<file path="src/rtl/jtgng_rom_arb_pkg.sv">
// jtgng_rom_arb_pkg: shared FSM state type and round-robin search for the ROM arbiter
package jtgng_rom_arb_pkg;
  typedef enum logic [1:0] {IDLE, WAIT_ACK, WAIT_DATA} romarb_st_t;
  // First set bit of pend searching upward from last+1, wrapping at slots; last itself has lowest priority.
  function automatic logic [2:0] rr_next(input logic [7:0] pend, input logic [2:0] last, input int slots);
    logic [2:0] r;
    logic [2:0] idx;
    r = last;
    for (int k = slots; k >= 1; k--) begin
      idx = 3'((int'(last) + k) % slots);
      if (pend[idx]) r = idx;
    end
    return r;
  endfunction
endpackage

</file>
<file path="src/rtl/jtgng_rom_arb_slot.sv">
// jtgng_rom_arb_slot: one-entry tagged data register for a single ROM requester
// Ports: clk/rst (rst also covers download), fill strobe with fill_addr/fill_data,
//        live addr/cs from the requester, hit/ok flags and held data dout.
module jtgng_rom_arb_slot #(
  parameter int AW = 22,
  parameter int DW = 32
) (
  input  logic          clk,
  input  logic          rst,
  input  logic          fill,
  input  logic [AW-1:0] fill_addr,
  input  logic [DW-1:0] fill_data,
  input  logic          cs,
  input  logic [AW-1:0] addr,
  output logic          hit,
  output logic          ok,
  output logic [DW-1:0] dout
);
  logic          valid;
  logic [AW-1:0] tag;
  always_ff @(posedge clk) begin
    if (rst) begin
      valid <= 1'b0;
      tag   <= '0;
      dout  <= '0;
    end else if (fill) begin
      valid <= 1'b1;
      tag   <= fill_addr;
      dout  <= fill_data;
    end
  end
  assign hit = valid && tag == addr;
  assign ok  = cs && hit;
endmodule

</file>
<file path="src/rtl/jtgng_rom_arb.sv">
// jtgng_rom_arb: round-robin arbiter sharing the SDRAM read port among SLOTS ROM clients
// Ports: clk, rst, downloading; per-slot slot_cs/slot_addr in, slot_ok/slot_dout out;
//        SDRAM side sdram_req/sdram_addr out, sdram_ack/data_rdy/data_read in;
//        refresh_en, loop_rst, wdog_err out. Watchdog enabled by JTGNG_ROMARB_WDOG_EN.
module jtgng_rom_arb
  import jtgng_rom_arb_pkg::*;
#(
  parameter int SLOTS  = 4,
  parameter int AW     = 22,
  parameter int DW     = 32,
  parameter int WDOG_W = 8
) (
  input  logic                clk,
  input  logic                rst,
  input  logic                downloading,
  input  logic [SLOTS-1:0]    slot_cs,
  input  logic [SLOTS*AW-1:0] slot_addr,
  output logic [SLOTS-1:0]    slot_ok,
  output logic [SLOTS*DW-1:0] slot_dout,
  output logic                sdram_req,
  output logic [AW-1:0]       sdram_addr,
  input  logic                sdram_ack,
  input  logic                data_rdy,
  input  logic [DW-1:0]       data_read,
  output logic                refresh_en,
  output logic                loop_rst,
  output logic                wdog_err
);
  localparam int SW = SLOTS > 1 ? $clog2(SLOTS) : 1;
  romarb_st_t        st, st_nxt;
  logic              clr, fill, timeout;
  logic [SW-1:0]     sel, last, gnt;
  logic [SLOTS-1:0]  hit, pend;
  logic [AW-1:0]     addr_a [SLOTS];
  logic [WDOG_W-1:0] wdog_cnt;
  assign clr  = rst || downloading;
  assign pend = slot_cs & ~hit;
  assign gnt  = SW'(rr_next(8'(pend), 3'(last), SLOTS));
  // Data arriving together with the ack is accepted as well.
  assign fill = data_rdy && (st == WAIT_DATA || (st == WAIT_ACK && sdram_ack));
  assign timeout = st != IDLE && &wdog_cnt && !fill;
  for (genvar i = 0; i < SLOTS; i++) begin : g_slot
    assign addr_a[i] = slot_addr[i*AW +: AW];
    jtgng_rom_arb_slot #(.AW(AW), .DW(DW)) u_slot (
      .clk,
      .rst       (clr),
      .fill      (fill && sel == SW'(i)),
      .fill_addr (sdram_addr),
      .fill_data (data_read),
      .cs        (slot_cs[i]),
      .addr      (addr_a[i]),
      .hit       (hit[i]),
      .ok        (slot_ok[i]),
      .dout      (slot_dout[i*DW +: DW])
    );
  end
  always_comb begin
    st_nxt = st;
    unique case (st)
      IDLE:      st_nxt = |pend ? WAIT_ACK : IDLE;
      WAIT_ACK:  st_nxt = sdram_ack ? (data_rdy ? IDLE : WAIT_DATA) : WAIT_ACK;
      WAIT_DATA: st_nxt = data_rdy ? IDLE : WAIT_DATA;
      default:   st_nxt = IDLE;
    endcase
    if (timeout) st_nxt = IDLE;
  end
  always_ff @(posedge clk) begin
    if (clr) begin
      st         <= IDLE;
      sdram_req  <= 1'b0;
      sdram_addr <= '0;
      sel        <= '0;
      last       <= SW'(SLOTS-1);
      refresh_en <= 1'b0;
    end else begin
      st         <= st_nxt;
      refresh_en <= st == IDLE && !(|pend);
      if (st == IDLE && |pend) begin
        sel        <= gnt;
        last       <= gnt;
        sdram_addr <= addr_a[gnt];
        sdram_req  <= 1'b1;
      end
      if (st == WAIT_ACK && (sdram_ack || timeout)) sdram_req <= 1'b0;
    end
  end
  always_ff @(posedge clk) loop_rst <= clr;
`ifdef JTGNG_ROMARB_WDOG_EN
  always_ff @(posedge clk) begin
    if (clr || st == IDLE || st_nxt != st) wdog_cnt <= '0;
    else wdog_cnt <= wdog_cnt + WDOG_W'(1);
  end
  always_ff @(posedge clk) begin
    if (rst) wdog_err <= 1'b0;
    else if (timeout && !downloading) wdog_err <= 1'b1;
  end
`else
  assign wdog_cnt = '0;
  assign wdog_err = 1'b0;
`endif
endmodule
</file>
<file path="config.mk">
export PLATFORM = sky130hd
export DESIGN_NAME = jtgng_rom_arb
export DESIGN_NICKNAME = d
export VERILOG_FILES = /design/src/rtl/jtgng_rom_arb_pkg.sv /design/src/rtl/jtgng_rom_arb_slot.sv /design/src/rtl/jtgng_rom_arb.sv
export SDC_FILE = /design/constraint.sdc
export NUM_CORES = 1
export LEC_CHECK = 0
export BUFFER_PORTS_ARGS = -buffer_cell sky130_fd_sc_hd__buf_4
export CAP_MARGIN = 25
export CORE_AREA = 3 3 154 156
export DETAILED_ROUTE_END_ITERATION = 10
export DIE_AREA = 0 0 157 159
export GPL_ROUTABILITY_DRIVEN = 0
export PLACE_DENSITY = 0.75
export SYNTH_ARGS = -nofsm -noshare
export SYNTH_HDL_FRONTEND = slang
export SYNTH_SLANG_ARGS = --single-unit
</file>
<file path="constraint.sdc">
create_clock -name clk -period 2.2 [get_ports clk]
set_input_delay 0.33 -clock clk [delete_from_list [all_inputs] [get_ports clk]]
set_output_delay 0.33 -clock clk [all_outputs]
set_load 0.02 [all_outputs]
</file>
* Word level (Yosys, flattened, before mapping)
Cells that the tools add are included.
Cells by class: reduce and logical (&&, ||, !) cells 27, eq/ne operators 9, magnitude comparators 5, bitwise operators 7, mux-type cells 19, add/sub/neg operators 4
Operators with widths (count):
- == test 22 bit | 4
- binary-select mux 22 bit (select 2 bit) | 1
- two-way mux 22 bit | 2
- logical AND 1 bit | 16
- less-than comparator 3 x 4 -> 1 bit, second input constant | 4
- binary-select mux 1 bit (select 3 bit) | 4
- two-way mux 2 bit | 6
- OR reduction 2 bit | 5
- == test 2 bit, second input constant | 3
- case mux 2 bit (3 select lines) | 1
- two-way mux 1 bit | 5
- adder 2 x 1 -> 2 bit, second input constant | 2
- adder 2 bit, second input constant | 2
- bitwise AND 1 bit, first input constant | 4
- bitwise AND 4 bit | 1
- == test 2 x 1 -> 1 bit, second input constant | 2
- logical NOT 2 bit | 2
- NOT 4 bit | 1
- OR reduction 4 bit | 1
- >= comparator 3 bit, second input constant | 1
- NOT 2 -> 3 bit | 1
- logical OR 1 bit | 2
- logical NOT 1 bit | 1
Word-level totals: input port bits 129, register bits after elaboration 251, output and inout bits 158, logic and storage cells 90

* Depth between registers and ports, before layout
Gate-level depths: netlist of the first run.
depth after elaboration 14, depth in mapped cells 10, gate-level depth less buffers 8

* Cells and area by module
A second synthesis of the first run with hierarchy kept.
Second synthesis, totals: cell total of the unflattened synthesis 1027, area total of the unflattened synthesis 10684.0 um^2
By module, submodules not included:
- jtgng_rom_arb_slot | sequential area each 1101.1 um^2, cells each 209, instances 4, area an instance 2179.6 um^2
- jtgng_rom_arb | sequential area each 620.6 um^2, cells each 191, instances 1, area an instance 1965.6 um^2

* Least setup slack after synthesis of the first run
No wires, ideal clock.
path kind input port to flip-flop, start input port slot_addr[57], end register sdram_addr[10], arrival time 2.154 ns, setup slack -0.081 ns, setup time 0.128 ns, cell stages on the path 10, cell sequence xor2_1 > nor4_2 > nand4_1 > o21a_1 > or3_1 > nand4b_1 > buf_6 > buf_8 > mux2i_1 > o221ai_2
Between the ends: longest elaborated chain between the ends 14, elaborated cells on any way between the ends 22, those cells by class eq/ne: 1; mux: 15; bitwise: 3; reduce/logical: 3
RTL lines:
- from (decl) | line jtgng_rom_arb.sv:17 | input logic [SLOTS*AW-1:0] slot_addr,
- == test 22 bit (*) | line jtgng_rom_arb_slot.sv:32 | assign hit = valid && tag == addr;
- logical AND 1 bit (*) | line jtgng_rom_arb_slot.sv:32
- NOT 4 bit (*) | line jtgng_rom_arb.sv:37 | assign pend = slot_cs & ~hit;
- bitwise AND 4 bit (*) | line jtgng_rom_arb.sv:37
- binary-select mux 1 bit (select 3 bit) | line jtgng_rom_arb_pkg.sv:11 | if (pend[idx]) r = idx;
- two-way mux 1 bit (implied by the code) | line jtgng_rom_arb_pkg.sv:11
- two-way mux 2 bit (4 in a row) | line jtgng_rom_arb_pkg.sv:11
- NOT 2 -> 3 bit (implied by the code) | line jtgng_rom_arb.sv:81 | sdram_addr <= addr_a[gnt];
- binary-select mux 22 bit (select 2 bit) | line jtgng_rom_arb.sv:81
- two-way mux 22 bit (implied by the code) (2 in a row) | line jtgng_rom_arb.sv:81
- to (signal assigned) | line jtgng_rom_arb.sv:81
- to (decl) | line jtgng_rom_arb.sv:21 | output logic [AW-1:0] sdram_addr,
Every way passes the cells marked *; elsewhere a longest branch is shown, timed or not. The select of a mux whose other input is x is not followed. A chain may end at the register's enable or synchronous reset.

* Worst setup path in the final report of the first run
start register g_slot[0].u_slot.tag[19], end register sdram_addr[8]
Between the ends: longest elaborated chain between the ends 14, elaborated cells on any way between the ends 22, those cells by class eq/ne: 1; mux: 15; bitwise: 3; reduce/logical: 3
RTL lines:
- from (decl) | line jtgng_rom_arb_slot.sv:20 | logic [AW-1:0] tag;
- from (signal assigned) | line jtgng_rom_arb_slot.sv:28 | tag <= fill_addr;
- == test 22 bit (*) | line jtgng_rom_arb_slot.sv:32
- logical AND 1 bit (*) | line jtgng_rom_arb_slot.sv:32
- NOT 4 bit (*) | line jtgng_rom_arb.sv:37
- bitwise AND 4 bit (*) | line jtgng_rom_arb.sv:37
- binary-select mux 1 bit (select 3 bit) | line jtgng_rom_arb_pkg.sv:11
- two-way mux 1 bit (implied by the code) | line jtgng_rom_arb_pkg.sv:11
- two-way mux 2 bit (4 in a row) | line jtgng_rom_arb_pkg.sv:11
- NOT 2 -> 3 bit (implied by the code) | line jtgng_rom_arb.sv:81
- binary-select mux 22 bit (select 2 bit) | line jtgng_rom_arb.sv:81
- two-way mux 22 bit (implied by the code) (2 in a row) | line jtgng_rom_arb.sv:81
Marked as above.

==> results of run 1 <==
-- power groups by stage --
stage	clock network (W)	logic (W)	registers, W
after CTS	0.00435	0.00123	0.00467
after detailed placement	0	0.00105	0.00477
after global placement	0	0.00104	0.00477
after global routing	0.00452	0.00138	0.00468
final	0.00431	0.00133	0.00467
after floorplan	0	0.000472	0.00479
-- area by class of cell --
cell class	count	area, um2
clock inverter	4	25.0
tap	285	357
inverter	3	16.3
clock buffer	40	805
multi-input combinational	927	5750
timing repair buffer	379	3160
sequential	251	5050
fill	1699	7340
-- Yosys cell counts, drive strengths merged --
cell     instances  area (um2)
nor4            13         106
mux2i           46         460
o21ai            3        15.0
conb             1        3.75
o221ai          22         324
a21oi          217        1090
inv              3        11.3
nand2          435        1630
nor3b            1        7.51
nand4           17         106
nor2b            4        25.0
or3              4        35.0
and2             3        18.8
a21o             1        7.51
and3             3        18.8
clkbuf          68         255
nand4b           1        8.76
xnor2           59         517
nor4b            1        15.0
a221oi           1        15.0
or3b             1        11.3
a31oi            1        6.26
o21bai           1        7.51
nand3b           1        7.51
o22ai            1        6.26
a22oi            1        7.51
xor2            29         254
a21boi           2        18.8
buf             22         191
and4             1        8.76
and2b            1        8.76
and4bb           2        25.0
o21a             1        7.51
nand2b           2        12.5
a2111oi          1        8.76
or2b             1        7.51
dfxtp          251        5020
nand3           26         130
nor3             6        30.0
nor2            16        60.1
a21bo            1        10.0
-- per-stage QoR --
stage	power, W	setup TNS (ns)	instance area [um2]	util, %	worst slack [ns]
6_report	0.0103	-13.14	15200	67.4	-0.527
5_1_grt	0.0106	-15.82	15200	67.4	-0.593
4_1_cts	0.0103	-12.41	14900	66.3	-0.484
3_5_place_dp	0.00582	-20.75	13400	59.6	-0.790
3_3_place_gp	0.00581	-19.04	13400	59.6	-0.740
2_1_floorplan	0.00526	-0.820	10500	-	-0.0453
-- sequential cells by signal, summed over array words and instances (netlist names) --
| signal | cells |
|---|---|
| g_slot.u_slot.dout | 128 |
| g_slot.u_slot.tag | 88 |
| sdram_addr | 22 |
| g_slot.u_slot.valid | 4 |
| last | 2 |
| sel | 2 |
| st | 2 |
| loop_rst | 1 |
| refresh_en | 1 |
| sdram_req | 1 |
-- timing repair --
item	CTS	global route
hold endpoints to repair	2	0
hold buffers	2	0
setup endpoints to repair	33	45
gates resized for setup	102	53
setup buffers	8	1
cloned	3	1
pin swaps	26	22
-- routing by layer --
metal  part of all wire [%]  wire length, um  global-route usage, %  vias up
li1                       -                -                      -     4854
met1                     37            14200                   34.2     4954
met2                     47            18200                   48.5      565
met3                     10             3810                   7.39      137
met4                    5.4             2050                   15.1        0
met5                      0                0                      0        -
-- worst max-delay path: stages, from the launching register on --
cell,delay (ns)
dfxtp_1,0.33
xnor2_2,0.28
nand3_1,0.18
nor4_4,0.37
a31oi_4,0.15
or3_1,0.41
nand4b_1,0.12
buf_6,0.20
clkbuf_16,0.19
mux2i_1,0.26
o221ai_2,0.12
-- how the worst max path moves through the flow --
| stage | from | end | depth (start not counted) |
|---|---|---|---|
| floorplan | slot_addr[50] | sdram_addr[10] | 10 |
| global placement | slot_addr[28] | sdram_addr[0] | 10 |
| detailed placement | slot_addr[28] | sdram_addr[0] | 10 |
| CTS | g_slot[0].u_slot.tag[18] | sdram_addr[5] | 11 |
| global route | g_slot[0].u_slot.tag[2] | sdram_addr[1] | 11 |
| finish | g_slot[0].u_slot.tag[19] | sdram_addr[8] | 10 |
-- kinds of logic after synthesis --
kind of cell	after synthesis
AOI/OAI and AO/OA	253
xor gates and xnor gates	88
buffers and inverters	93
DFF	251
muxes	46
other	1
and+or+nand+nor	539
==> reports/metrics.cfg, run 1 <==
[routing]
drc_errors=0
wire_per_inst_um=20.2
routed_via_density=5.56
ant_nets=0
drtIter0Drc=807
finalWirelength_um=38200
vias=10500
dr.pass1.iters=5

[timing]
slew_headroom_pct=51.3
holdWs_ns=0.0640
drv_slew=0
finalSetupViolCount=33
skew_ns=0.0166
max_freq_mhz=367
max_slew.worst_pin.slew_ns=0.731
fin_crit_ns=2.73
final_hold_viol_count=0
setup_ws_ns=-0.527
period_share_pct=124
rsz0062_at_grt=yes

[logic_synthesis]
ys_seq_area_share_pct=47.8
synth-xor-area-share_pct=7.33
ys_ff_latch=251
synthCells=1271
syn-mean-instance-area_um2=8.27
synth-simple-area-share_pct=21.6
synthAdderAreaFrac_pct=0
synth_nets=1400
synth_top_family_by_area=simple AND/OR/NAND/NOR gates
ys_types=50
synth-compound-area-share_pct=14.5
synthMuxAreaShare_pct=4.38
synth_warnings=0
netlist_area_um2=10500

[power_and_ir_drop]
cellPowerDensity_nw_per_um2=680
power_leakage_nw=5.69
p_sw_w=0.00258
ir_worst_vdd_v=0.000763
seqPwrFrac_pct=45.3
sw_frac_of_total_pct=25.0
p_int_w=0.00774
pwr-share-comb_pct=12.9
pwr-share-clk_pct=41.8

[grt]
antenna_found_initial=0
grt_start_max_net_pins=71
grt_pass1_vias=10500
grt_first_pass_wirelength_um=57600
globalRouteTotalUtil_pct=29.0
globalRoute.totalOverflow=0

[place]
dp_cells=1835
port_buffers=285
hpwl_um=25600

[worst_hold_path]
min_from=data_read[20]
hp-class=in -> reg
min_to=g_slot[1].u_slot.dout[20]
holdPathStages=3

[clock_tree]
cts_tree=yes
cts_sinks=251
htreeDepth=1
path_clk_slew_ns=0.06
clkLatencyLatePin_ns=0.53
clk_path_buf_depth=3
cts_root_buf=clkbuf_16
cts_buffers=27

[final_layout]
nets=1718
fin_cells=1889
final_common_cell=nand2_1
n_antenna_cell=0
layout_common_cells=nand2_1, buf_4, dfxtp_1, a21oi_1, xnor2_1
syn_to_final_growth_pct=44.2
layout-drive-gt1-share_pct=34.8

[die]
rows=55
die_width_um=157
fp.dieArea_um2=25000
initial_core_util_pct=46.7
core_um2=22500
io_pins=287
dieHeight_um=159

[worst_setup_path]
crit_path_max_fanout=6
endpoint_kind=register
reg2reg_to=sdram_addr[8]
reg2reg_from=g_slot[0].u_slot.tag[19]
worstSetupPathType=reg -> reg
worstPathRequired_ns=2.61
rr_worst_depth=10
critPathArrivalTime_ns=3.14
reg2reg_slack_ns=-0.53
crit_path_start_kind=register

[run]
timing.max_cap.violations=0

[run_status]
status=finished, violations left
violations=setup timing

Power figures use the tool's default switching activity.
==> run 2, diff against run 1 <==
--- a/config.mk
+++ b/config.mk
@@ -12,6 +12,8 @@
 export DIE_AREA = 0 0 157 159
 export GPL_ROUTABILITY_DRIVEN = 0
 export PLACE_DENSITY = 0.75
+export REMOVE_ABC_BUFFERS = 1
 export SYNTH_ARGS = -nofsm -noshare
 export SYNTH_HDL_FRONTEND = slang
 export SYNTH_SLANG_ARGS = --single-unit
+export TNS_END_PERCENT = 1
==> run 2 against run 1 <==
Compared with the run above: the flow still finishes with violations (setup timing); die area unchanged; flip-flop and latch count is the same; utilization fell by 1.6 points; sequential power about the same; cell area down 2.4%.
==> reports/metrics.cfg, run 2 (synthesis gave the netlist of run 1 again) <==
[clock_tree]
path_clk_slew_ns=0.06
cts_buffers=27
cts_root_buf=clkbuf_16
clkLatencyLatePin_ns=0.54
cts_sinks=251
htreeDepth=1
cts_tree=yes
clk_path_buf_depth=3

[power_and_ir_drop]
cellPowerDensity_nw_per_um2=706
ir_worst_vdd_v=0.000568
power_leakage_nw=5.62

[timing]
fin_tns_setup_ns=-12.61
final_hold_viol_count=0
holdWs_ns=0.0147
period_share_pct=123
finalSetupViolCount=33
max_freq_mhz=370
max_slew.worst_pin.slew_ns=0.799
drv_slew=0
setup_ws_ns=-0.502
skew_ns=0.0169
rsz0062_at_grt=yes
slew_headroom_pct=46.7
fin_crit_ns=2.70

[final_layout]
n_antenna_cell=0
final_common_cell=nand2_1
layout-drive-gt1-share_pct=32.5
largest_reg_flops=128
multiInputGateArea_um2=5450
layout_common_cells=nand2_1, buf_4, dfxtp_1, a21oi_1, xnor2_1
syn_to_final_growth_pct=40.7
fill_cells=1763
fin_cells=1883
seq_area_um2=5040
fin_area_um2=14800
largest-register=g_slot.u_slot.dout
nets=1708
reg_top3=g_slot.u_slot.dout (128), g_slot.u_slot.tag (88), sdram_addr (22)

[worst_hold_path]
min_from=sdram_ack
min_to=st[0]
holdPathStages=2
hp-class=in -> reg

[routing]
drc_errors=0
ant_nets=0
wire_per_inst_um=19.7
vias=10500
drtIter0Drc=691
routed_via_density=5.55
finalWirelength_um=37200
dr.pass1.iters=6

[die]
rows=55
core_um2=22500
initial_core_util_pct=46.7
io_pins=287
fp.dieArea_um2=25000
die_width_um=157
dieHeight_um=159

[worst_setup_path]
crit_path_max_incr_delay_ns=0.37
crit_path_start_kind=register
critPathArrivalTime_ns=3.11
rr_worst_depth=11
crit_path_max_fanout=6
worstPathRequired_ns=2.61
endpoint_kind=register
reg2reg_slack_ns=-0.50
cpMaxStageDelayCell=or3_1
reg2reg_to=sdram_addr[17]
path_cells=xnor2_2, buf_4, nor4b_2, nand4_1, o21a_1, or3_1, nand4b_1, buf_6, clkbuf_16, mux2i_4, o221ai_2
worstSetupPathType=reg -> reg
cp-startpoint=g_slot[2].u_slot.tag[1]
reg2reg_from=g_slot[2].u_slot.tag[1]

[grt]
grt_pass1_vias=10100
globalRoute.totalOverflow=0
antenna_found_initial=1
grt_first_pass_wirelength_um=55700
globalRouteTotalUtil_pct=27.7
grt_start_max_net_pins=117

[run_status]
violations=setup timing
status=finished, violations left

[place]
port_buffers=285
hpwl_um=24600
dp_cells=1824
place_area_um2=13300

[run]
timing.max_cap.violations=0

-- run 2: cell count changes in the layout (fill, tap and decap cells not counted), moves of 4 or more --
cell | before | now
buf_6 | 12 | 8
mux2i_1 | 15 | 21
mux2i_4 | 17 | 8
dfxtp_2 | 18 | 10
clkinv_2 | 2 | 7
buf_12 | 20 | 14
xnor2_1 | 35 | 50
xnor2_2 | 22 | 9
dfxtp_1 | 233 | 241
-- run 2: metrics by stage --
| stage | utilization (%) | total power (W) | setup WS (ns) |
|---|---|---|---|
| floorplan | - | 0.00522 | -2.71 |
| global placement | 59.1 | 0.00578 | -0.579 |
| detailed placement | 59.1 | 0.00579 | -0.682 |
| CTS | 64.4 | 0.0103 | -0.364 |
| global route | 65.8 | 0.0108 | -0.561 |
| finish | 65.8 | 0.0104 | -0.502 |
-- run 2: layout make-up --
class	instances	share of cell area, %
Clock buffer	37	5.23
Clock inverter	11	0.753
Inverter	3	0.110
Multi-Input combinational cell	927	36.8
Sequential cell	251	34.0
Tap cell	285	2.41
Timing Repair Buffer	369	20.6
-- run 2: power by group --
group          internal (W)  switching (W)
logic              0.000598       0.000641
registers           0.00459      0.0000795
clock network       0.00268        0.00186
-- run 2: how the worst max path moves through the flow --
stage | depth (start not counted) | slack [ns] | endpoint
after global placement | 11 | -0.58 | sdram_addr[1]
after detailed placement | 11 | -0.68 | sdram_addr[3]
final | 11 | -0.50 | sdram_addr[17]
after global routing | 11 | -0.56 | sdram_addr[17]
after floorplan | 4 | -2.71 | sdram_addr[21]
after CTS | 11 | -0.36 | sdram_addr[20]
-- run 2: metal layers --
layer  routed length (um)  vias up  GRT usage (%)
met5                   13        -              0
met1                14100     4901           34.8
met2                17300      594           45.5
met4                 1400        2           9.59
li1                     -     4849              -
met3                 4390      113           7.91
-- run 2: repair_timing --
item | CTS | global route
resized for setup | 48 | 44
endpoints found under the setup margin | 33 | 33
endpoints found under the hold margin | 1 | 0
pin swaps | 19 | 18
setup buffers | 5 | 1
hold buffers | 1 | 0
cloned | 1 | 4
-- run 2: critical path: cells and delay by family (launching register included) --
family / cells / cell delay (ns)
DFF: 1 / 0.33
buffers and inverters: 3 / 0.55
xor gates and xnor gates: 1 / 0.17
and+or+nand+nor: 4 / 0.90
AOI/OAI and AO/OA: 2 / 0.38
muxes: 1 / 0.24
